--- config.mk ---
export PLATFORM = sky130hd
export DESIGN_NAME = ps2_host_tx
export DESIGN_NICKNAME = d
export VERILOG_FILES = /design/src/rtl/ps2_tx_pkg.sv /design/src/rtl/ps2_line_sync.sv /design/src/rtl/ps2_host_tx.sv
export SDC_FILE = /design/constraint.sdc
export NUM_CORES = 1
export LEC_CHECK = 0
export ABC_AREA = 0
export CAP_MARGIN = 10
export CORE_MARGIN = 8
export CORE_UTILIZATION = 58
export CTS_CLUSTER_DIAMETER = 200
export CTS_CLUSTER_SIZE = 28
export DETAILED_ROUTE_END_ITERATION = 6
export PLACE_DENSITY = 0.91
export SYNTH_ARGS = -nofsm -noshare
export SYNTH_HDL_FRONTEND = slang
export SYNTH_SLANG_ARGS = --single-unit
--- constraint.sdc ---
create_clock -name CLOCK_50 -period 2.78 [get_ports CLOCK_50]
set_clock_uncertainty 0.2 [all_clocks]
set_input_delay 0.556 -clock CLOCK_50 [delete_from_list [all_inputs] [get_ports CLOCK_50]]
set_output_delay 0.556 -clock CLOCK_50 [all_outputs]
set_load 0.005 [all_outputs]
--- src/rtl/ps2_tx_pkg.sv ---
// Shared types and timing defaults for the PS/2 host-to-device transmitter.
// No logic; pure declarations.
package ps2_tx_pkg;

  typedef enum logic [2:0] {
    IDLE,
    INHIBIT,
    RTS,
    SEND,
    ACK,
    RELEASE,
    DONE,
    ERR
  } tx_state_t;

  localparam int DEF_CLK_HZ     = 50_000_000;
  localparam int INHIBIT_US     = 120;
  localparam int START_MS       = 15;
  localparam int PACKET_MS      = 2;
  localparam int DEF_FILTER_LEN = 4;
  localparam int FRAME_BITS     = 10;

  function automatic logic odd_parity(input logic [7:0] d);
    return ~^d;
  endfunction

endpackage

--- src/rtl/ps2_line_sync.sv ---
// PS/2 line conditioner: 2-flop synchroniser, FILTER_LEN-sample glitch filter, falling-edge pulse.
// Latency pin->level/fall is 2+FILTER_LEN cycles; no backpressure.
module ps2_line_sync #(
  parameter int FILTER_LEN = 4
) (
  input  logic core_clk,
  input  logic arst_n,
  input  logic pin,
  output logic synced,
  output logic level,
  output logic fall
);

  localparam int CW = $clog2(FILTER_LEN + 1);

  logic [1:0]    sync_q;
  logic [CW-1:0] cnt_q;

  assign synced = sync_q[1];

  // Lines idle high, so reset to 1 to avoid a spurious edge after reset.
  always_ff @(posedge core_clk or negedge arst_n) begin
    if (!arst_n) begin
      sync_q <= 2'b11;
      cnt_q  <= '0;
      level  <= 1'b1;
      fall   <= 1'b0;
    end else begin
      sync_q <= {sync_q[0], pin};
      fall   <= 1'b0;
      if (sync_q[1] == level) begin
        cnt_q <= '0;
      end else if (cnt_q == CW'(FILTER_LEN - 1)) begin
        level <= sync_q[1];
        cnt_q <= '0;
        fall  <= ~sync_q[1];
      end else begin
        cnt_q <= cnt_q + 1'b1;
      end
    end
  end

endmodule

--- src/rtl/ps2_host_tx.sv ---
// PS/2 host-to-device command transmitter: inhibit, request-to-send, 11-bit frame, ACK check.
// One byte per handshake; cmd_ready only in IDLE, cmd_valid elsewhere is ignored (no queueing).
module ps2_host_tx
  import ps2_tx_pkg::*;
#(
  parameter int CLK_HZ         = DEF_CLK_HZ,
  parameter int INHIBIT_CYCLES = CLK_HZ / 1_000_000 * INHIBIT_US,
  parameter int START_TIMEOUT  = CLK_HZ / 1000 * START_MS,
  parameter int PACKET_TIMEOUT = CLK_HZ / 1000 * PACKET_MS,
  parameter int FILTER_LEN     = DEF_FILTER_LEN
) (
  input  logic       CLOCK_50,
  input  logic       reset_n,
  input  logic [7:0] cmd_data,
  input  logic       cmd_valid,
  output logic       cmd_ready,
  input  logic       ps2_clk_in,
  input  logic       ps2_dat_in,
  output logic       ps2_clk_drive_low,
  output logic       ps2_dat_drive_low,
  output logic       rx_inhibit,
  output logic       cmd_done,
  output logic       cmd_error
);

  // One shared timer, sized for the longest interval it has to measure.
  localparam int TMAX_A = (START_TIMEOUT > PACKET_TIMEOUT) ? START_TIMEOUT : PACKET_TIMEOUT;
  localparam int TMAX   = (TMAX_A > INHIBIT_CYCLES) ? TMAX_A : INHIBIT_CYCLES;
  localparam int TW     = $clog2(TMAX + 1);

  localparam logic [TW-1:0] INH_T   = TW'(INHIBIT_CYCLES);
  localparam logic [TW-1:0] START_T = TW'(START_TIMEOUT);
  localparam logic [TW-1:0] PKT_T   = TW'(PACKET_TIMEOUT);

  tx_state_t                 state_q, state_nxt;
  logic [TW-1:0]             timer_q, timer_nxt;
  logic [3:0]                bitcnt_q, bitcnt_nxt;
  logic [FRAME_BITS-1:0]     shreg_q, shreg_nxt;
  logic                      dat_low_q, dat_low_nxt;
  logic                      clk_low_q;
  logic                      ack_q, ack_nxt;
  logic [1:0]                dat_sync_q;
  logic                      dat_s;
  logic                      clk_level;
  logic                      clk_fall;
  logic                      clk_synced;

  ps2_line_sync #(
    .FILTER_LEN(FILTER_LEN)
  ) u_clk_sync (
    .core_clk(CLOCK_50),
    .arst_n  (reset_n),
    .pin     (ps2_clk_in),
    .synced  (clk_synced),
    .level   (clk_level),
    .fall    (clk_fall)
  );

  always_ff @(posedge CLOCK_50 or negedge reset_n) begin
    if (!reset_n) dat_sync_q <= 2'b11;
    else          dat_sync_q <= {dat_sync_q[0], ps2_dat_in};
  end

  assign dat_s = dat_sync_q[1];

  always_comb begin
    state_nxt   = state_q;
    timer_nxt   = (timer_q == '1) ? timer_q : timer_q + 1'b1;
    bitcnt_nxt  = bitcnt_q;
    shreg_nxt   = shreg_q;
    dat_low_nxt = dat_low_q;
    ack_nxt     = ack_q;

    unique case (state_q)
      IDLE: begin
        timer_nxt = '0;
        if (cmd_valid) begin
          shreg_nxt  = {1'b1, odd_parity(cmd_data), cmd_data};
          bitcnt_nxt = '0;
          state_nxt  = INHIBIT;
        end
      end
      INHIBIT: begin
        // DAT joins CLK low for the final inhibit cycle only.
        if (timer_q == INH_T - 1'b1) dat_low_nxt = 1'b1;
        if (timer_q == INH_T) begin
          state_nxt = RTS;
          timer_nxt = '0;
        end
      end
      RTS: begin
        if (clk_fall) begin
          dat_low_nxt = ~shreg_q[0];
          shreg_nxt   = {1'b0, shreg_q[FRAME_BITS-1:1]};
          bitcnt_nxt  = 4'd1;
          timer_nxt   = '0;
          state_nxt   = SEND;
        end else if (timer_q >= START_T) begin
          state_nxt = ERR;
        end
      end
      SEND: begin
        if (timer_q >= PKT_T) begin
          state_nxt = ERR;
        end else if (clk_fall) begin
          if (bitcnt_q == 4'd10) begin
            ack_nxt   = dat_s;
            state_nxt = ACK;
          end else begin
            dat_low_nxt = ~shreg_q[0];
            shreg_nxt   = {1'b0, shreg_q[FRAME_BITS-1:1]};
            bitcnt_nxt  = bitcnt_q + 4'd1;
          end
        end
      end
      ACK: begin
        if (timer_q >= PKT_T) state_nxt = ERR;
        else                  state_nxt = ack_q ? ERR : RELEASE;
      end
      RELEASE: begin
        if (timer_q >= PKT_T)          state_nxt = ERR;
        else if (clk_level && dat_s)   state_nxt = DONE;
      end
      DONE:    state_nxt = IDLE;
      ERR:     state_nxt = IDLE;
      default: state_nxt = IDLE;
    endcase

    if (!(state_nxt inside {INHIBIT, RTS, SEND})) dat_low_nxt = 1'b0;
  end

  always_ff @(posedge CLOCK_50 or negedge reset_n) begin
    if (!reset_n) begin
      state_q   <= IDLE;
      timer_q   <= '0;
      bitcnt_q  <= '0;
      shreg_q   <= '0;
      dat_low_q <= 1'b0;
      clk_low_q <= 1'b0;
      ack_q     <= 1'b1;
    end else begin
      state_q   <= state_nxt;
      timer_q   <= timer_nxt;
      bitcnt_q  <= bitcnt_nxt;
      shreg_q   <= shreg_nxt;
      dat_low_q <= dat_low_nxt;
      clk_low_q <= (state_nxt == INHIBIT);
      ack_q     <= ack_nxt;
    end
  end

  assign ps2_clk_drive_low = clk_low_q;
  assign ps2_dat_drive_low = dat_low_q;
  assign cmd_ready         = (state_q == IDLE);
  assign rx_inhibit        = (state_q != IDLE);
  assign cmd_done          = (state_q == DONE);
  assign cmd_error         = (state_q == ERR);

endmodule
Yosys cells after proc, flatten, opt, wreduce, memory -nomap -nowiden
Index checks and enable logic that the tools add are counted.
- word-level logic and storage cells: 98
- register bits after elaboration: 49
- bits of input ports: 13
- output and inout bits: 6
- bitwise logic cells: 4
- muxes and demuxes: 39
- $lt $le $gt $ge: 2
- $add $sub $neg: 3
- reduce and logical (&&, ||, !) cells: 11
- eq/ne operators: 27
- operator list (cell ; number):
    $mux W20 ; 3
    $pmux W20 S3 ; 1
    $mux W10 ; 5
    $eq A20 B13 Y1 const B ; 2
    $mux W3 ; 11
    $pmux W10 S3 ; 1
    $pmux W3 S7 ; 1
    $add A20 B1 Y20 const B ; 1
    $eq A20 B20 Y1 const B ; 1
    $ge A20 B17 Y1 const B ; 1
    $ge A20 B20 Y1 const B ; 1
    $mux W4 ; 5
    $eq A3 B2 Y1 const B ; 5
    $eq A3 B3 Y1 const B ; 4
    $pmux W4 S3 ; 1
    $reduce_and A6 Y1 ; 2
    $ne A3 B3 Y1 const B ; 3
    $reduce_bool A3 Y1 ; 3
    $mux W1 ; 8
    $reduce_xnor A8 Y1 ; 1
    $eq A3 B1 Y1 const B ; 2
    $ne A2 B2 Y1 const B ; 3
    $ne A3 B2 Y1 const B ; 2
    $add A4 B1 Y4 const B ; 1
    other kinds (13) ; 18

Longest topological paths before layout
- depth after elaboration: 9
- mapped depth: 8

Modules after synthesis
Synthesis repeated with hierarchy kept, for this count alone.
- cells, all modules: 290
- area total of the unflattened synthesis: 2742.6 um^2
- by module, submodules not included (module ; cells an instance ; area an instance (um^2) ; instances):
    ps2_host_tx ; 275 ; 2477.4 ; 1
    ps2_line_sync ; 15 ; 265.3 ; 1

Least setup slack after synthesis
No wires, ideal clock.
- path kind: register to register
- start: register timer_q[17]
- end: register dat_low_q (netlist: ps2_dat_drive_low)
- setup slack: 0.307 ns
- cell stages (with the launch flop): 7
- clock period less this slack: 2.473 ns
- arrival: 2.150 ns
- data required time: 2.457 ns
- path through: dfrtp_1 or3_1 or4_4 o41ai_2 a41oi_1 a41o_1 o221a_1
- word-level cells in the longest chain between the ends: 8
- elaborated cells on any way between the ends: 23
- those cells by class: 2 x order compare; 11 x eq/ne; 8 x mux; 2 x reduce/logical
- ends and longest elaborated chain (what ; line ; text):
    start, declared ; ps2_host_tx.sv:36 ; logic [TW-1:0] timer_q, timer_nxt;
    start signal, assigned ; ps2_host_tx.sv:143 ; timer_q <= timer_nxt;
    $ge A20 B20 Y1 ; ps2_host_tx.sv:98 ; end else if (timer_q >= START_T) begin
    $mux W3 ; ps2_host_tx.sv:98 ;
    $mux W3 ; ps2_host_tx.sv:92 ; if (clk_fall) begin
    $pmux W3 S7 (*) ; ps2_host_tx.sv:74 ; unique case (state_q)
    net state_nxt[0] ; ps2_host_tx.sv:35 ; tx_state_t state_q, state_nxt;
    $eq A3 B1 Y1 or $eq A3 B2 Y1 (tied branches) ; ps2_host_tx.sv:129 ; if (!(state_nxt inside {INHIBIT, RTS, SEND})) dat_low_nxt = 1'b0;
    $reduce_bool A3 Y1 (*) ; ps2_host_tx.sv:129 ;
    $ne A4 B1 Y1 (no line) (tied with other cells) ; n/a ;
    $reduce_and A6 Y1 (no line) ; n/a ;
    end signal, assigned ; ps2_host_tx.sv:146 ; dat_low_q <= dat_low_nxt;
    end, declared ; ps2_host_tx.sv:39 ; logic dat_low_q, dat_low_nxt;
The timed path passes the listed nets; every way through them passes the cells marked *.
A chain may end at the register's enable or synchronous reset.

Worst setup path after layout
- start: register timer_q[12]
- end: register dat_low_q (netlist: ps2_dat_drive_low)
The elaborated chain is that of the path after synthesis.

==> metrics.md <==
| Metric | Value |
|---|---|
| Final setup fails | 0 |
| Number of clock sinks | 49 |
| Drt via density | around 6.3 |
| Initial Util | 0.587 |
| First-pass GRT wire length | just under 10 mm |
| WHS | 0.0198 ns |
| WS Path Type | register to register |
| Avg Inst Size Synth | 8.94 um2 |
| Area leader, netlist | dfrtp_1 |
| Worst setup EP type | register |
| Io pins | 19 |
| Max Slew Vio Count | 0 |
| Critical Path Source Type | register |
| FMAX | 378 MHz |
| Detailed-route via count | 2,368 |
| Cell area after synthesis | roughly 2700 um2 |
| Post-DRT Antenna Nets | 0 |
| Iter 0 DRT Violations | 251 |
| Syn Nets | 320 |
| Clk slew on worst S/H paths | about 0.090 ns |
| Minimum clock period | 2.65 ns |
| # rows | 25 |
| Fin crit share | 0.953 |
| Post-synth top flop | dfrtp_1 |
| Post-DP HPWL | around 4.4 mm |
| Share of the synthesized area in the top cell type | 0.399 |
| Run status | completed |
| Largest net degree at the start of global routing | 27 |
| Layout cells sized above 1 | 0.0938 |
| Worst-Margin Slew | 0.638 ns |
| Largest cells by area after synthesis | dfrtp_1, dfstp_2, nand2_1, a21oi_1, nor2_1 |
| Routability congestion estimate from global placement | 1.02 |
| FFs w/ async S/R, synth | 1.00 |
| Final hold violations | 0 |
| Leakage | around 1.2 nW |
| Vias in the first global route | about 2,200 |
| IO Port Bufs | 18 |
| YS warnings | 0 |
| Routed WL | about 6.0 mm |
| Area grow syn2layout | 13.1% |
| Number of synthesized flops with an enable pin | 0 |
| Crit path DAT | 2.65 ns |
| Core area | 4600 um2 |
| Die outline height | around 84 um |
| Inserted Clock Buffers | 5 |
| FF+latch count, synth | between 40 and 50 |
| Overflow left after global routing | 0 |
| Clock Tree Buf Depth | 2 |
| Worst-Skew Late Latency | between 0.3 and 0.4 ns |
| CTS tree | yes |
| Final setup TNS | 0 ns |
| Unrepaired setup endpoints after global routing | no |
| Max-Cap Viols | 0 |
| Slew margin rel. | 0.575 |
| DRT Pass-1 Iters | 5 |
| Synth cell types | 47 |
| Pwr dens | 618 nW/um2 |
| Design area | 3050 um2 |
| Hold buffers post-CTS | 0 |
| Root buffer cell | clkbuf_8 |
| Ant diodes | 0 |
| Gr usage total | 0.170 |
| VDD IR-drop max | about 480 uV |
| Crit path required time | approximately 2.8 ns |
| Die area | between 7000 and 8000 um2 |
| Initial antenna violation count | 0 |
| Wire per inst | between 15 and 20 um |
| H-tree levels | 2 |
| Residual DRC | 0 |
| Cell Area, Placed | 2960 um2 |
| Worst hold path class | primary input to async pin |
| Cells after Synth | between 300 and 400 |
| Layout net count | 337 |
| Die extent in x | roughly 84 um |
| Post-synthesis sequential area ratio | 0.457 |
| Crit-path max FO | 7 |
==> metal layers <==
layer | wire [um] | global-route usage | up-vias | part of all wire
met1 | 2520 | 0.219 | 1105 | 0.42
met5 | 0 | 0 | - | 0
met3 | 472 | 0.0426 | 22 | 0.079
met2 | 2800 | 0.261 | 119 | 0.47
met4 | 168 | 0.0801 | 0 | 0.028
li1 | - | - | 1122 | -
==> metrics by stage <==
step	setup WS, ns	cells	total power, W	utilization
after CTS	0.126	374	0.00190	0.663
after global routing	0.0232	374	0.00199	0.664
after global placement	0.226	366	0.00143	0.643
after floorplan	0.307	302	0.00127	-
final	0.131	374	0.00189	0.664
after detailed placement	0.132	366	0.00147	0.643
==> cell usage after synthesis (2+ instances only) <==
cell,count
dfstp_2,6
xnor2_1,10
nand2b_1,2
ha_1,5
nand3_1,13
a41o_1,2
o31ai_1,2
and3b_1,2
a31oi_1,10
or3_1,5
xor2_1,11
nand4_1,9
nor3_1,12
nor2_1,28
o21ai_0,10
nor4_1,3
buf_2,2
o2111ai_1,2
inv_1,9
nor3b_1,5
nor2b_1,4
and2_1,2
dfrtp_1,43
mux2_2,2
clkbuf_1,15
nand2_1,37
a41oi_1,3
o41ai_1,2
a21oi_1,27
or4_1,2
==> state kept, by name, summed over array words and instances, names as in the netlist <==
register           cells
timer_q               20
shreg_q               10
bitcnt_q               4
state_q                3
u_clk_sync.cnt_q       3
dat_sync_q             2
u_clk_sync.sync_q      2
ack_q                  1
ps2_clk_drive_low      1
ps2_dat_drive_low      1
u_clk_sync.fall        1
u_clk_sync.level       1
==> final timing paths <==
path                                    start                 to  slack (ns)  cells past startpoint
worst max-delay path              timer_q[12]  ps2_dat_drive_low        0.13                      6
worst min-delay path                  reset_n         shreg_q[3]        0.02                      1
worst max register to register    timer_q[12]  ps2_dat_drive_low        0.13                      6
worst min register to register  dat_sync_q[0]      dat_sync_q[1]        0.16                      0
max in group asynchronous             reset_n   u_clk_sync.level        1.76                      2
min in group CLOCK_50           dat_sync_q[0]      dat_sync_q[1]        0.16                      0
==> report_power, final <==
group	internal [W]	total [W]	switching (W)
registers	0.000841	0.000954	0.000113
clock network	0.000182	0.000427	0.000245
logic	0.000230	0.000505	0.000275
total	0.00125	0.00189	0.000634
==> critical path, stage by stage (launching register included) <==
cell     delay (ns)
dfrtp_1        0.47
or3b_1         0.39
or4_4          0.51
o41ai_2        0.28
a41oi_1        0.18
a41o_1         0.25
o221a_1        0.24
==> layout by cell type (no fill, tap or decap), types with 2 or more instances in the layout <==
| cell | netlist | final |
|---|---|---|
| a21oi_1 | 27 | 27 |
| a31oi_1 | 10 | 10 |
| a41o_1 | 2 | 2 |
| a41oi_1 | 3 | 3 |
| and2_1 | 2 | 2 |
| and3b_1 | 2 | 2 |
| buf_4 | 0 | 8 |
| clkbuf_8 | 0 | 5 |
| clkdlybuf4s50_1 | 0 | 17 |
| dfrtp_1 | 43 | 43 |
| dfstp_2 | 6 | 6 |
| ha_1 | 5 | 5 |
| inv_1 | 9 | 9 |
| mux2_2 | 2 | 2 |
| nand2_1 | 37 | 37 |
| nand2b_1 | 2 | 2 |
| nand3_1 | 13 | 13 |
| nand4_1 | 9 | 9 |
| nor2_1 | 28 | 27 |
| nor2b_1 | 4 | 4 |
| nor3_1 | 12 | 12 |
| nor3b_1 | 5 | 5 |
| nor4_1 | 3 | 3 |
| o2111ai_1 | 2 | 2 |
| o21ai_0 | 10 | 10 |
| o31ai_1 | 2 | 2 |
| o41ai_1 | 2 | 2 |
| or3_1 | 5 | 5 |
| or4_1 | 2 | 2 |
| xnor2_1 | 10 | 10 |
| xor2_1 | 11 | 11 |
==> layout make-up <==
cell class	count	area, um2
Clock buffer	5	68.8
Inverter	9	33.8
Multi-Input combinational cell	227	1370
Clock inverter	3	25.0
Sequential cell	49	1230
Tap cell	54	67.6
Timing Repair Buffer	27	255
Fill cell	345	1550
==> what timing repair did <==
action / CTS / global route
setup endpoints to repair: 0 / 5
resized for setup: 0 / 1
buffers inserted: 0 / 0
==> kinds of logic after synthesis <==
logic type / synth area share
xor+xnor: 0.0681
fa+ha+maj: 0.0232
compound gates: 0.157
simple gates: 0.246
mux: 0.0120
flops: 0.457
buf+inv: 0.0371
(Power assumes the default switching activity.)
